File: src/rtl/fetch_ctrl.sv
// Instruction-fetch sequencer: owns the fetch PC, runs the imem request/response
// handshake, buffers a response while decode stalls and drops fetches after a redirect.
module fetch_ctrl #(
  parameter int unsigned            PC_WIDTH    = 32,
  parameter int unsigned            INSTR_WIDTH = 32,
  parameter logic [PC_WIDTH-1:0]    RESET_PC    = 32'h8000_0000,
  parameter int unsigned            CNT_WIDTH   = 16
) (
  input  logic                   clk_i,
  input  logic                   rst,
  output logic                   imem_req_o,
  output logic [PC_WIDTH-1:0]    imem_addr_o,
  input  logic                   imem_gnt_i,
  input  logic                   imem_rvalid_i,
  input  logic [INSTR_WIDTH-1:0] imem_rdata_i,
  input  logic [PC_WIDTH-1:0]    pred_npc_i,
  input  logic                   redirect_i,
  input  logic [PC_WIDTH-1:0]    redirect_pc_i,
  input  logic                   decode_allow_in_i,
  output logic [PC_WIDTH-1:0]    F_PC_o,
  output logic [INSTR_WIDTH-1:0] instr_o,
  output logic                   fetch_ready_o,
  output logic                   fetch_control_o,
  output logic [CNT_WIDTH-1:0]   stall_cnt_o
);

  typedef enum logic [2:0] {
    S_RESET,
    S_REQ,
    S_WAIT,
    S_HOLD,
    S_DROP
  } state_e;

  state_e                 state_q, state_d;
  logic [PC_WIDTH-1:0]    pc_q, pc_d;
  logic [INSTR_WIDTH-1:0] buf_q, buf_d;
  logic [CNT_WIDTH-1:0]   cnt_q, cnt_d;
  logic                   req_c, ready_c;
  logic [INSTR_WIDTH-1:0] instr_c;

  function automatic logic [CNT_WIDTH-1:0] sat_inc(input logic [CNT_WIDTH-1:0] v);
    return (&v) ? v : v + 1'b1;
  endfunction

  always_ff @(posedge clk_i) begin
    if (rst) begin
      state_q <= S_RESET;
      pc_q    <= RESET_PC;
      buf_q   <= '0;
      cnt_q   <= '0;
    end else begin
      state_q <= state_d;
      pc_q    <= pc_d;
      buf_q   <= buf_d;
      cnt_q   <= cnt_d;
    end
  end

  always_comb begin
    state_d = state_q;
    pc_d    = pc_q;
    buf_d   = buf_q;
    cnt_d   = cnt_q;
    req_c   = 1'b0;
    ready_c = 1'b0;
    instr_c = '0;
    case (state_q)
      S_RESET: state_d = S_REQ;
      S_REQ: begin
        req_c = 1'b1;
        // A grant in the redirect cycle is already accepted by memory, so its response must be dropped.
        if (redirect_i) begin
          pc_d    = redirect_pc_i;
          state_d = imem_gnt_i ? S_DROP : S_REQ;
        end else if (imem_gnt_i) begin
          state_d = S_WAIT;
        end
      end
      S_WAIT: begin
        instr_c = imem_rdata_i;
        if (redirect_i) begin
          pc_d    = redirect_pc_i;
          state_d = imem_rvalid_i ? S_REQ : S_DROP;
        end else if (imem_rvalid_i) begin
          ready_c = 1'b1;
          if (decode_allow_in_i) begin
            pc_d    = pred_npc_i;
            state_d = S_REQ;
          end else begin
            buf_d   = imem_rdata_i;
            state_d = S_HOLD;
          end
        end
      end
      S_HOLD: begin
        instr_c = buf_q;
        if (redirect_i) begin
          pc_d    = redirect_pc_i;
          state_d = S_REQ;
        end else begin
          ready_c = 1'b1;
          if (decode_allow_in_i) begin
            pc_d    = pred_npc_i;
            state_d = S_REQ;
          end else begin
            cnt_d = sat_inc(cnt_q);
          end
        end
      end
      S_DROP: begin
        if (redirect_i) pc_d = redirect_pc_i;
        if (imem_rvalid_i) state_d = S_REQ;
      end
      default: state_d = S_RESET;
    endcase
  end

  assign imem_req_o      = req_c & ~rst;
  assign fetch_ready_o   = ready_c & ~rst;
  assign instr_o         = rst ? '0 : instr_c;
  assign imem_addr_o     = pc_q;
  assign F_PC_o          = pc_q;
  assign fetch_control_o = ~rst & ~redirect_i & (state_q != S_RESET);
  assign stall_cnt_o     = rst ? '0 : cnt_q;

endmodule

File: config.mk
export PLATFORM = sky130hd
export DESIGN_NAME = fetch_ctrl
export DESIGN_NICKNAME = d
export VERILOG_FILES = /design/src/rtl/fetch_ctrl.sv
export SDC_FILE = /design/constraint.sdc
export NUM_CORES = 1
export LEC_CHECK = 0
export CAP_MARGIN = 20
export CORE_MARGIN = 4
export CORE_UTILIZATION = 46
export CTS_BUF_LIST = sky130_fd_sc_hd__clkbuf_8
export CTS_CLUSTER_DIAMETER = 40
export DETAILED_ROUTE_END_ITERATION = 16
export HOLD_SLACK_MARGIN = 0.12
export PLACE_DENSITY_LB_ADDON = 0.3
export SYNTH_ARGS = -nofsm -noshare
export SYNTH_HDL_FRONTEND = slang
export SYNTH_SLANG_ARGS = --single-unit
File: constraint.sdc
create_clock -name clk_i -period 3 [get_ports clk_i]
set_input_delay 0.3 -clock clk_i [delete_from_list [all_inputs] [get_ports clk_i]]
set_output_delay 0.3 -clock clk_i [all_outputs]
set_load 0.005 [all_outputs]
==> results of run 1 <==
-- cell type report --
class | count | share of cell area
Inverter | 3 | 0.00166
Multi-Input combinational cell | 385 | 0.364
Tap cell | 133 | 0.0245
Clock buffer | 9 | 0.0182
Timing Repair Buffer | 227 | 0.331
Clock inverter | 6 | 0.0156
Sequential cell | 83 | 0.244
-- metrics by stage --
stage / utilization / power, W / instances
detailed placement: 0.675 / 0.00206 / 831
CTS: 0.699 / 0.00300 / 846
finish: 0.699 / 0.00297 / 846
floorplan: - / 0.00166 / 545
global route: 0.699 / 0.00311 / 846
global placement: 0.675 / 0.00205 / 831
-- power breakdown --
group | switching [W] | internal [W] | leakage, nW
sequential | 0.0000726 | 0.00117 | 0.675
combinational | 0.000314 | 0.000481 | 1.80
clock | 0.000392 | 0.000544 | 0.116
total | 0.000779 | 0.00219 | 2.59
-- worst max-delay path by stage --
| stage | startpoint | endpoint | slack, ps | depth (start not counted) |
|---|---|---|---|---|
| after floorplan | state_q[2] | cnt_q[8] | 1340 | 6 |
| after global placement | redirect_i | cnt_q[6] | 700 | 5 |
| after detailed placement | redirect_i | cnt_q[8] | 630 | 5 |
| after CTS | state_q[2] | instr_o[29] | 430 | 5 |
| after global routing | state_q[2] | instr_o[23] | 270 | 5 |
| final | state_q[2] | instr_o[29] | 430 | 5 |
-- worst max-delay path, stage by stage (launching register included) --
cell and delay [ps]:
dfxtp_1 590, nand2b_1 290, nand2b_1 140, buf_4 310, nor2_1 100, clkdlybuf4s50_1 480
-- logic make-up after synthesis --
logic type      count (synthesis)  share of synthesized area
flops                          83                      0.365
xor+xnor                        1                    0.00192
simple gates                  185                      0.201
compound gates                124                      0.168
fa+ha+maj                       1                    0.00274
mux                            74                      0.165
buf+inv                        77                     0.0963
-- cell usage in the layout, fill, tap and decap left out, types with 4 or more instances in the layout --
cell | Yosys | final
buf_4 | 35 | 10
clkdlybuf4s50_1 | 0 | 215
o21a_1 | 5 | 5
a21oi_1 | 73 | 73
clkbuf_8 | 0 | 9
nor3_1 | 8 | 8
nor4_1 | 6 | 6
nor2_1 | 49 | 48
nor2b_1 | 19 | 19
mux2i_1 | 64 | 64
or4_1 | 4 | 4
dfxtp_1 | 83 | 82
o31ai_1 | 33 | 33
nand2_1 | 69 | 69
nand3_1 | 9 | 9
mux2_2 | 10 | 10
-- layer usage --
metal | vias up | global-route usage
met1 | 2050 | 0.286
met3 | 26 | 0.0540
li1 | 2215 | -
met2 | 189 | 0.374
met4 | 0 | 0.0848
met5 | - | 0
-- registers in the layout, indices dropped and copies added, names as in the netlist --
name / cells
F_PC_o: 32
state_q: 3
cnt_q: 16
buf_q: 32
==> reports/metrics.cfg, run 1 <==
[outcome]
outcome=completed

[cts]
clock_latency_ps=350
htreeDepth=3
clockRootBuffer=clkbuf_8
postCtsSetupBuffers=0
cts.clk_slew.worst_paths_ps=80
cts_inserted_buffers=9
clock_sinks=83
cts_tree=done
clock_path_buffers=2
cts_resized=0
hold_buffers=0

[worst_setup_path]
r2r_cells=5
start_kind=flop
r2r-start=cnt_q[0]
end_kind=output port
r2r-end=cnt_q[0]
critPathKind=reg -> out
arrival_ps=2270
worstPathMaxFanout=32
cp.required_ps=2700
reg2reg_setup_slack_ps=1000

[global_route]
grt_max_degree=40
grt_first_pass_wirelength_um=21300
grt_antenna_before_repair=0
grt_overflow=0
grt_pass1_vias=4483
grt_usage=0.227

[min_path]
min-delay-start=buf_q[14]
hold_end=buf_q[14]
worstHoldPathCells=2
hp-class=reg -> reg

[drt]
wl_per_cell_um=15.9
post_drt_via_cell_ratio=5.30
drtPass1Iterations=4
detail_route.iter0.violations=262
vias=4480
drc=0
wl_met2_um=6450
wl_met1_um=5750
top_layer=met4
drt-total-wl_um=13500
met3WireLength_um=936
antenna_left=0

[pwr]
powerDensity_mw_per_mm2=437
ir_worst_vdd_uv=257
power.leakage_nw=2.59

[yosys]
ys_types=45
syn_inst=545
ys_seq_area_frac=0.365
ys_warn_count=0
syn-cell-area_mm2=0.00456
ys_ff_latch=83
synth_edf_count=0
yosysMostFrequentCell=dfxtp_1
synthArstFlopShare=0
syn_area_per_cell_um2=8.36
ys.flop_type=dfxtp_1
synth.largest_area_cell=dfxtp_1
synth_top_area_share=0.365
synth_common_cells=83 x dfxtp_1, 73 x a21oi_1, 69 x nand2_1, 64 x mux2i_1, 49 x nor2_1
syn-num-nets=648
yosys-top-cells-area=dfxtp_1 36%, mux2i_1 14%, a21oi_1 8.0%

[place]
pre_cts_ws_ps=628
place_area_mm2=0.00657
place_congestion=0.807
dp_hpwl_um=9970
port_buffers=216

[finish]
fillCellCount=776
stdcell_area_mm2=0.00680
drive_gt1_frac=0.0687
num_antenna_cells=0
regArea_mm2=0.00166
fin_nets=812
syn2layout_area_growth_pct=49.2
multi_input_area_mm2=0.00248

[floorplan]
ioPinCount=217
die_x_um=108
dieArea_mm2=0.0116
core_area_mm2=0.00973
chipHeight_um=108
rows=36
start_util=0.468

[sta]
hold_viol_final=0
rsz0062_at_grt=false
fmaxAchievable_mhz=390
finalCriticalPeriod_ps=2570
period_share=0.856
fin_tns_setup_ps=0
slew_headroom=0.626
slew_viol_final=0
worstMarginPinSlew_ps=561
skew_ps=10.3
setup_violations=0
fin_ws_ps=433
worst_hold_slack_ps=455

[run]
maxCapViolations=0

(Power assumes the default switching activity.)
==> run 2: changes to the inputs <==
--- a/config.mk
+++ b/config.mk
@@ -8,7 +8,7 @@
 export CAP_MARGIN = 20
 export CORE_MARGIN = 4
 export CORE_UTILIZATION = 46
-export CTS_BUF_LIST = sky130_fd_sc_hd__clkbuf_8
+export CTS_BUF_LIST = sky130_fd_sc_hd__clkbuf_4 sky130_fd_sc_hd__clkbuf_8
 export CTS_CLUSTER_DIAMETER = 40
 export DETAILED_ROUTE_END_ITERATION = 16
 export HOLD_SLACK_MARGIN = 0.12
==> run 2 against run 1 <==
  * Core utilization about the same
  * Sequential power about the same
  * Clock power up 1%
  * Sequential share of layout area about the same
  * Worst setup slack better by 17 ps
  * Register-to-register slack about the same
  * Combinational power about the same
  * Sequential cell count unchanged
  * Critical path type unchanged
  * Design area about the same
  * Die area unchanged
==> reports/metrics.cfg, run 2 (synthesis results as in run 1) <==
[outcome]
outcome=completed

[sta]
slew_headroom=0.625  ; about the same
rsz0062_at_grt=false
fmaxAchievable_mhz=392  ; +0.66%
fin_tns_setup_ps=0  ; unchanged
finalCriticalPeriod_ps=2550  ; -16.8 ps
skew_ps=10.4  ; +0.0152 ps
period_share=0.850  ; -0.00561
hold_viol_final=0  ; unchanged
slew_viol_final=0  ; unchanged
setup_violations=0  ; unchanged
worstMarginPinSlew_ps=562  ; +0.435 ps

[drt]
vias=4469  ; -0.25%
drt-total-wl_um=13400  ; about the same
drtPass1Iterations=4  ; unchanged
antenna_left=0  ; unchanged
detail_route.iter0.violations=266  ; +1.5%
wl_per_cell_um=15.9  ; about the same
post_drt_via_cell_ratio=5.28  ; -0.25%
drc=0  ; unchanged

[floorplan]
core_area_mm2=0.00973  ; unchanged
die_x_um=108  ; unchanged
rows=36  ; unchanged
chipHeight_um=108  ; unchanged
ioPinCount=217  ; unchanged
start_util=0.468  ; unchanged
dieArea_mm2=0.0116  ; unchanged

[global_route]
grt_first_pass_wirelength_um=21300  ; unchanged
grt_pass1_vias=4483  ; unchanged
grt_max_degree=40  ; unchanged
grt_overflow=0  ; unchanged
grt_usage=0.227  ; unchanged
grt_antenna_before_repair=0  ; unchanged

[min_path]
hold_end=buf_q[14]
worstHoldPathCells=2  ; unchanged
min-delay-start=buf_q[14]
hp-class=reg -> reg

[cts]
cts_inserted_buffers=9  ; unchanged
clockRootBuffer=clkbuf_8
cts_resized=0  ; unchanged
postCtsSetupBuffers=0  ; unchanged
clock_latency_ps=350  ; about the same
clock_path_buffers=2  ; unchanged
cts.clk_slew.worst_paths_ps=80  ; about the same
clock_sinks=83  ; unchanged
htreeDepth=3  ; unchanged
hold_buffers=0  ; unchanged
cts_tree=done

[pwr]
power.leakage_nw=2.59  ; about the same
p_seq_frac=0.416  ; -0.002
sw_frac_of_total=0.261  ; -0.00131
switchingPower_w=0.000778  ; -0.11%
comb_power_share=0.266  ; about the same
intPower_w=0.00221  ; +0.57%
powerDensity_mw_per_mm2=439  ; +0.33%
ir_worst_vdd_uv=257  ; about the same
clockPowerShare=0.318  ; +0.003

[finish]
final_util=0.699  ; about the same
fillCellCount=774  ; -0.26%
stdcell_area_mm2=0.00681  ; about the same
layout_common_cells=215 x clkdlybuf4s50_1, 82 x dfxtp_1, 73 x a21oi_1
syn2layout_area_growth_pct=49.3  ; about the same
multi_input_area_mm2=0.00248  ; unchanged
regArea_mm2=0.00166  ; unchanged
drive_gt1_frac=0.0701  ; +0.00140
num_antenna_cells=0  ; unchanged
mostFrequentLayoutCell=clkdlybuf4s50_1
fin_nets=812  ; unchanged

[worst_setup_path]
arrival_ps=2250  ; -20 ps
end_kind=output port
cp.required_ps=2700  ; about the same
critical_path.cell_chain=nand2b_1 > nand2b_1 > buf_4 > nor2_1 > clkdlybuf4s50_1
reg2reg_setup_slack_ps=1010  ; about the same
start_kind=flop
crit_buf_inv=2  ; unchanged
cpPeakStageDelay_ps=580  ; about the same
worstPathMaxFanout=32  ; unchanged
r2r_cells=5  ; unchanged
critPathKind=reg -> out
r2r-start=cnt_q[0]
cpMostUsedCell=nand2b_1
r2r-end=cnt_q[6]
cp_slowest_cell=dfxtp_1
crit_family=buffers and inverters

[place]
place_area_mm2=0.00657  ; unchanged
dp_hpwl_um=9970  ; unchanged
place_congestion=0.807  ; unchanged
port_buffers=216  ; unchanged

[run]
maxCapViolations=0  ; unchanged

[run 2: routing by layer]
metal | share of wire | vias to the layer above | track usage | routed length [µm]
li1 | - | 2218 | - | -
met2 | 0.48 | 188 | 0.374 | 6410
met3 | 0.071 | 23 | 0.0540 | 952
met5 | 0 | - | 0 | 0
met1 | 0.43 | 2040 | 0.286 | 5780
met4 | 0.022 | 0 | 0.0848 | 302
[run 2: per-stage QoR]
stage | cells | total power [W] | hold WS [ps] | setup slack [ps]
final | 846 | 0.00298 | 455 | 450
after detailed placement | 831 | 0.00206 | 447 | 628
after global placement | 831 | 0.00205 | 441 | 703
after global routing | 846 | 0.00313 | 475 | 267
after floorplan | 545 | 0.00166 | 436 | 1340
after CTS | 846 | 0.00301 | 456 | 427
[run 2: cell type report]
class | count | share of cell area
Multi-Input combinational cell | 385 | 0.364
Timing Repair Buffer | 227 | 0.331
Sequential cell | 83 | 0.244
Tap cell | 133 | 0.0245
Clock buffer | 10 | 0.0193
Clock inverter | 5 | 0.0151
Inverter | 3 | 0.00165
[run 2: tightest hold or removal path, stage by stage (launching register included)]
cell and delay, ps:
dfxtp_1 310, nand2_1 50, a21oi_1 50
[run 2: worst max-delay path by stage]
stage	from	end	slack [ps]	cells after the start
global placement	redirect_i	cnt_q[6]	700	5
CTS	state_q[2]	instr_o[29]	430	5
finish	state_q[2]	instr_o[29]	450	5
detailed placement	redirect_i	cnt_q[8]	630	5
global route	state_q[2]	instr_o[23]	270	5
floorplan	state_q[2]	cnt_q[8]	1340	6
[run 2: power by group through the flow]
stage	combinational, W	sequential, W	clock [W]
after floorplan	0.000420	0.00124	0
after detailed placement	0.000796	0.00126	0
final	0.000795	0.00124	0.000948
after CTS	0.000802	0.00124	0.000968
after global placement	0.000784	0.00126	0
after global routing	0.000857	0.00125	0.00102
==> run 3: changes to the inputs <==
--- a/config.mk
+++ b/config.mk
@@ -7,7 +7,7 @@
 export LEC_CHECK = 0
 export CAP_MARGIN = 20
 export CORE_MARGIN = 4
-export CORE_UTILIZATION = 46
+export CORE_UTILIZATION = 38
 export CTS_BUF_LIST = sky130_fd_sc_hd__clkbuf_4 sky130_fd_sc_hd__clkbuf_8
 export CTS_CLUSTER_DIAMETER = 40
 export DETAILED_ROUTE_END_ITERATION = 16
==> constraint.sdc (replaced) <==
create_clock -name clk_i -period 2.1 [get_ports clk_i]
set_input_delay 0.21 -clock clk_i [delete_from_list [all_inputs] [get_ports clk_i]]
set_output_delay 0.21 -clock clk_i [all_outputs]
set_load 0.005 [all_outputs]
==> run 3 against run 2 <==
  * Wire length up 5.8%
  * Combinational power up 52%
  * Via count increased by 2.3%
  * Clock skew about the same
  * Sequential share of layout area decreased by 0.72 points
  * First-iteration DRC count is 28% higher
  * Critical path type unchanged
  * Largest cell class unchanged
  * Highest routed layer unchanged
==> reports/metrics.cfg, run 3 (synthesis results as in run 1) <==
[pwr]
ir_worst_vdd_uv=353  ; +37%
switchingPower_w=0.00113  ; +45%
sw_frac_of_total=0.259  ; -0.00219
powerDensity_mw_per_mm2=622  ; +42%
comb_power_share=0.278  ; +0.012
power.leakage_nw=2.71  ; +4.6%
p_seq_frac=0.404  ; -0.012
intPower_w=0.00324  ; +47%
clockPowerShare=0.318  ; about the same

[cts]
clock_latency_ps=350  ; about the same
htreeDepth=3  ; unchanged
cts.clk_slew.worst_paths_ps=80  ; about the same
cts_inserted_buffers=9  ; unchanged
cts_tree=done
clock_sinks=83  ; unchanged
clockRootBuffer=clkbuf_8
clock_path_buffers=2  ; unchanged

[floorplan]
rows=39  ; +8.3%
start_util=0.394  ; -0.0744
chipHeight_um=118  ; +9.3%
ioPinCount=217  ; unchanged
die_x_um=118  ; +9.3%
core_area_mm2=0.0116  ; +19%
dieArea_mm2=0.0138  ; +19%

[finish]
final_cells=871  ; +3.0%
fillCellCount=1009  ; +30%
mostFrequentLayoutCell=clkdlybuf4s50_1
num_antenna_cells=0  ; unchanged
multi_input_area_mm2=0.00250  ; +0.96%
syn2layout_area_growth_pct=54.2
layout_common_cells=214 x clkdlybuf4s50_1, 81 x dfxtp_1, 73 x a21oi_1
fin_nets=826  ; +1.7%
drive_gt1_frac=0.0948  ; +0.0247
regArea_mm2=0.00167  ; +0.23%
stdcell_area_mm2=0.00703  ; +3.3%

[worst_setup_path]
cp.required_ps=1890  ; -810 ps
worstPathMaxFanout=32  ; unchanged
crit_buf_inv=2  ; unchanged
r2r-start=cnt_q[0]
endpoint=instr_o[24]
start_kind=flop
critPathKind=reg -> out
r2r-end=cnt_q[13]
reg2reg_setup_slack_ps=150  ; -860 ps
end_kind=output port
cpPeakStageDelay_ps=530  ; -50 ps
cp_slowest_cell=clkdlybuf4s50_1
critical_path.cell_chain=nand2b_4 > nand2b_4 > buf_12 > nor2_1 > clkdlybuf4s50_1
crit_cells=5  ; unchanged
arrival_ps=1820  ; -430 ps
critical_path.startpoint=state_q[2]
crit_family=buffers and inverters
r2r_cells=5  ; unchanged
cpMostUsedCell=nand2b_4

[drt]
post_drt_via_cell_ratio=5.25  ; -0.59%
antenna_left=0  ; unchanged
detail_route.iter0.violations=340  ; +28%
drt-total-wl_um=14200  ; +5.8%
vias=4574  ; +2.3%
wl_per_cell_um=16.3  ; +2.8%
drc=0  ; unchanged
drtPass1Iterations=4  ; unchanged

[sta]
worstMarginPinSlew_ps=571  ; +8.75 ps
slew_headroom=0.620  ; -0.00584
period_share=0.968
fmaxAchievable_mhz=492
hold_viol_final=0  ; unchanged
worst_hold_slack_ps=366  ; -89.1 ps
setup_violations=0  ; unchanged
rsz0062_at_grt=false
skew_ps=10.5  ; +0.179 ps
fin_tns_setup_ps=0  ; unchanged
slew_viol_final=0  ; unchanged
finalCriticalPeriod_ps=2030

[place]
port_buffers=216  ; unchanged
dp_hpwl_um=10100  ; +1.6%
place_congestion=0.852  ; +5.6%
dp.cells=849  ; +2.2%
place_area_mm2=0.00667  ; +1.5%

[min_path]
hp-class=in -> reg

[global_route]
grt_max_degree=38  ; -5.0%
grt_usage=0.200  ; -0.0265
grt_pass1_vias=4640  ; +3.5%
grt_antenna_before_repair=0  ; unchanged
grt_overflow=0  ; unchanged
grt_first_pass_wirelength_um=23100  ; +8.3%

[outcome]
outcome=completed

[run]
maxCapViolations=0  ; unchanged

run 3: how the worst min path moves through the flow:
stage,start,to,slack [ps],cells after the start
after floorplan,imem_rdata_i[0],buf_q[0],350,2
after global placement,buf_q[5],buf_q[5],440,2
after global routing,rst,cnt_q[10],360,3
after detailed placement,buf_q[24],buf_q[24],450,2
final,rst,cnt_q[10],370,3
after CTS,rst,cnt_q[10],330,3
run 3: tightest hold or removal path, delay by kind of cell:
| kind | cells | cell delay (ps) |
|---|---|---|
| AOI/OAI and AO/OA | 1 | 50 |
| buffers and inverters | 2 | 400 |
run 3: layout make-up:
type | instances | area share
clock buffers | 11 | 0.0207
flip-flops and latches | 83 | 0.237
multi-input cells | 385 | 0.356
clock inverters | 5 | 0.0142
repair buffers | 241 | 0.345
well taps | 143 | 0.0255
inverters | 3 | 0.00160
run 3: repair_timing:
| action | CTS | global route |
|---|---|---|
| gates cloned | 1 | 0 |
| setup buffers | 0 | 3 |
| endpoints found under the setup margin | 33 | 27 |
| pin swaps | 0 | 1 |
| hold buffers | 2 | 0 |
| gates resized for setup | 8 | 3 |
| hold endpoints to repair | 1 | 0 |
run 3: power by group through the flow:
stage / combinational [W] / sequential [W] / clock, W
final: 0.00121 / 0.00177 / 0.00139
after global routing: 0.00131 / 0.00178 / 0.00150
after CTS: 0.00120 / 0.00177 / 0.00143
after detailed placement: 0.00116 / 0.00180 / 0
after global placement: 0.00114 / 0.00180 / 0
after floorplan: 0.000600 / 0.00177 / 0
run 3: through the flow:
stage	util	setup WS (ps)	power [W]
after floorplan	-	441	0.00237
after global placement	0.577	64.0	0.00295
after detailed placement	0.577	-37.3	0.00296
after CTS	0.605	10.1	0.00440
after global routing	0.608	0.278	0.00458
final	0.608	67.5	0.00437
run 3: per-layer routing:
metal / global-route usage / routed length (µm) / share of wire / vias up
met5: 0 / 0 / 0 / -
met4: 0.0777 / 308 / 0.022 / 0
met3: 0.0529 / 1010 / 0.071 / 23
met2: 0.328 / 6620 / 0.47 / 204
met1: 0.252 / 6290 / 0.44 / 2102
li1: - / - / - / 2245
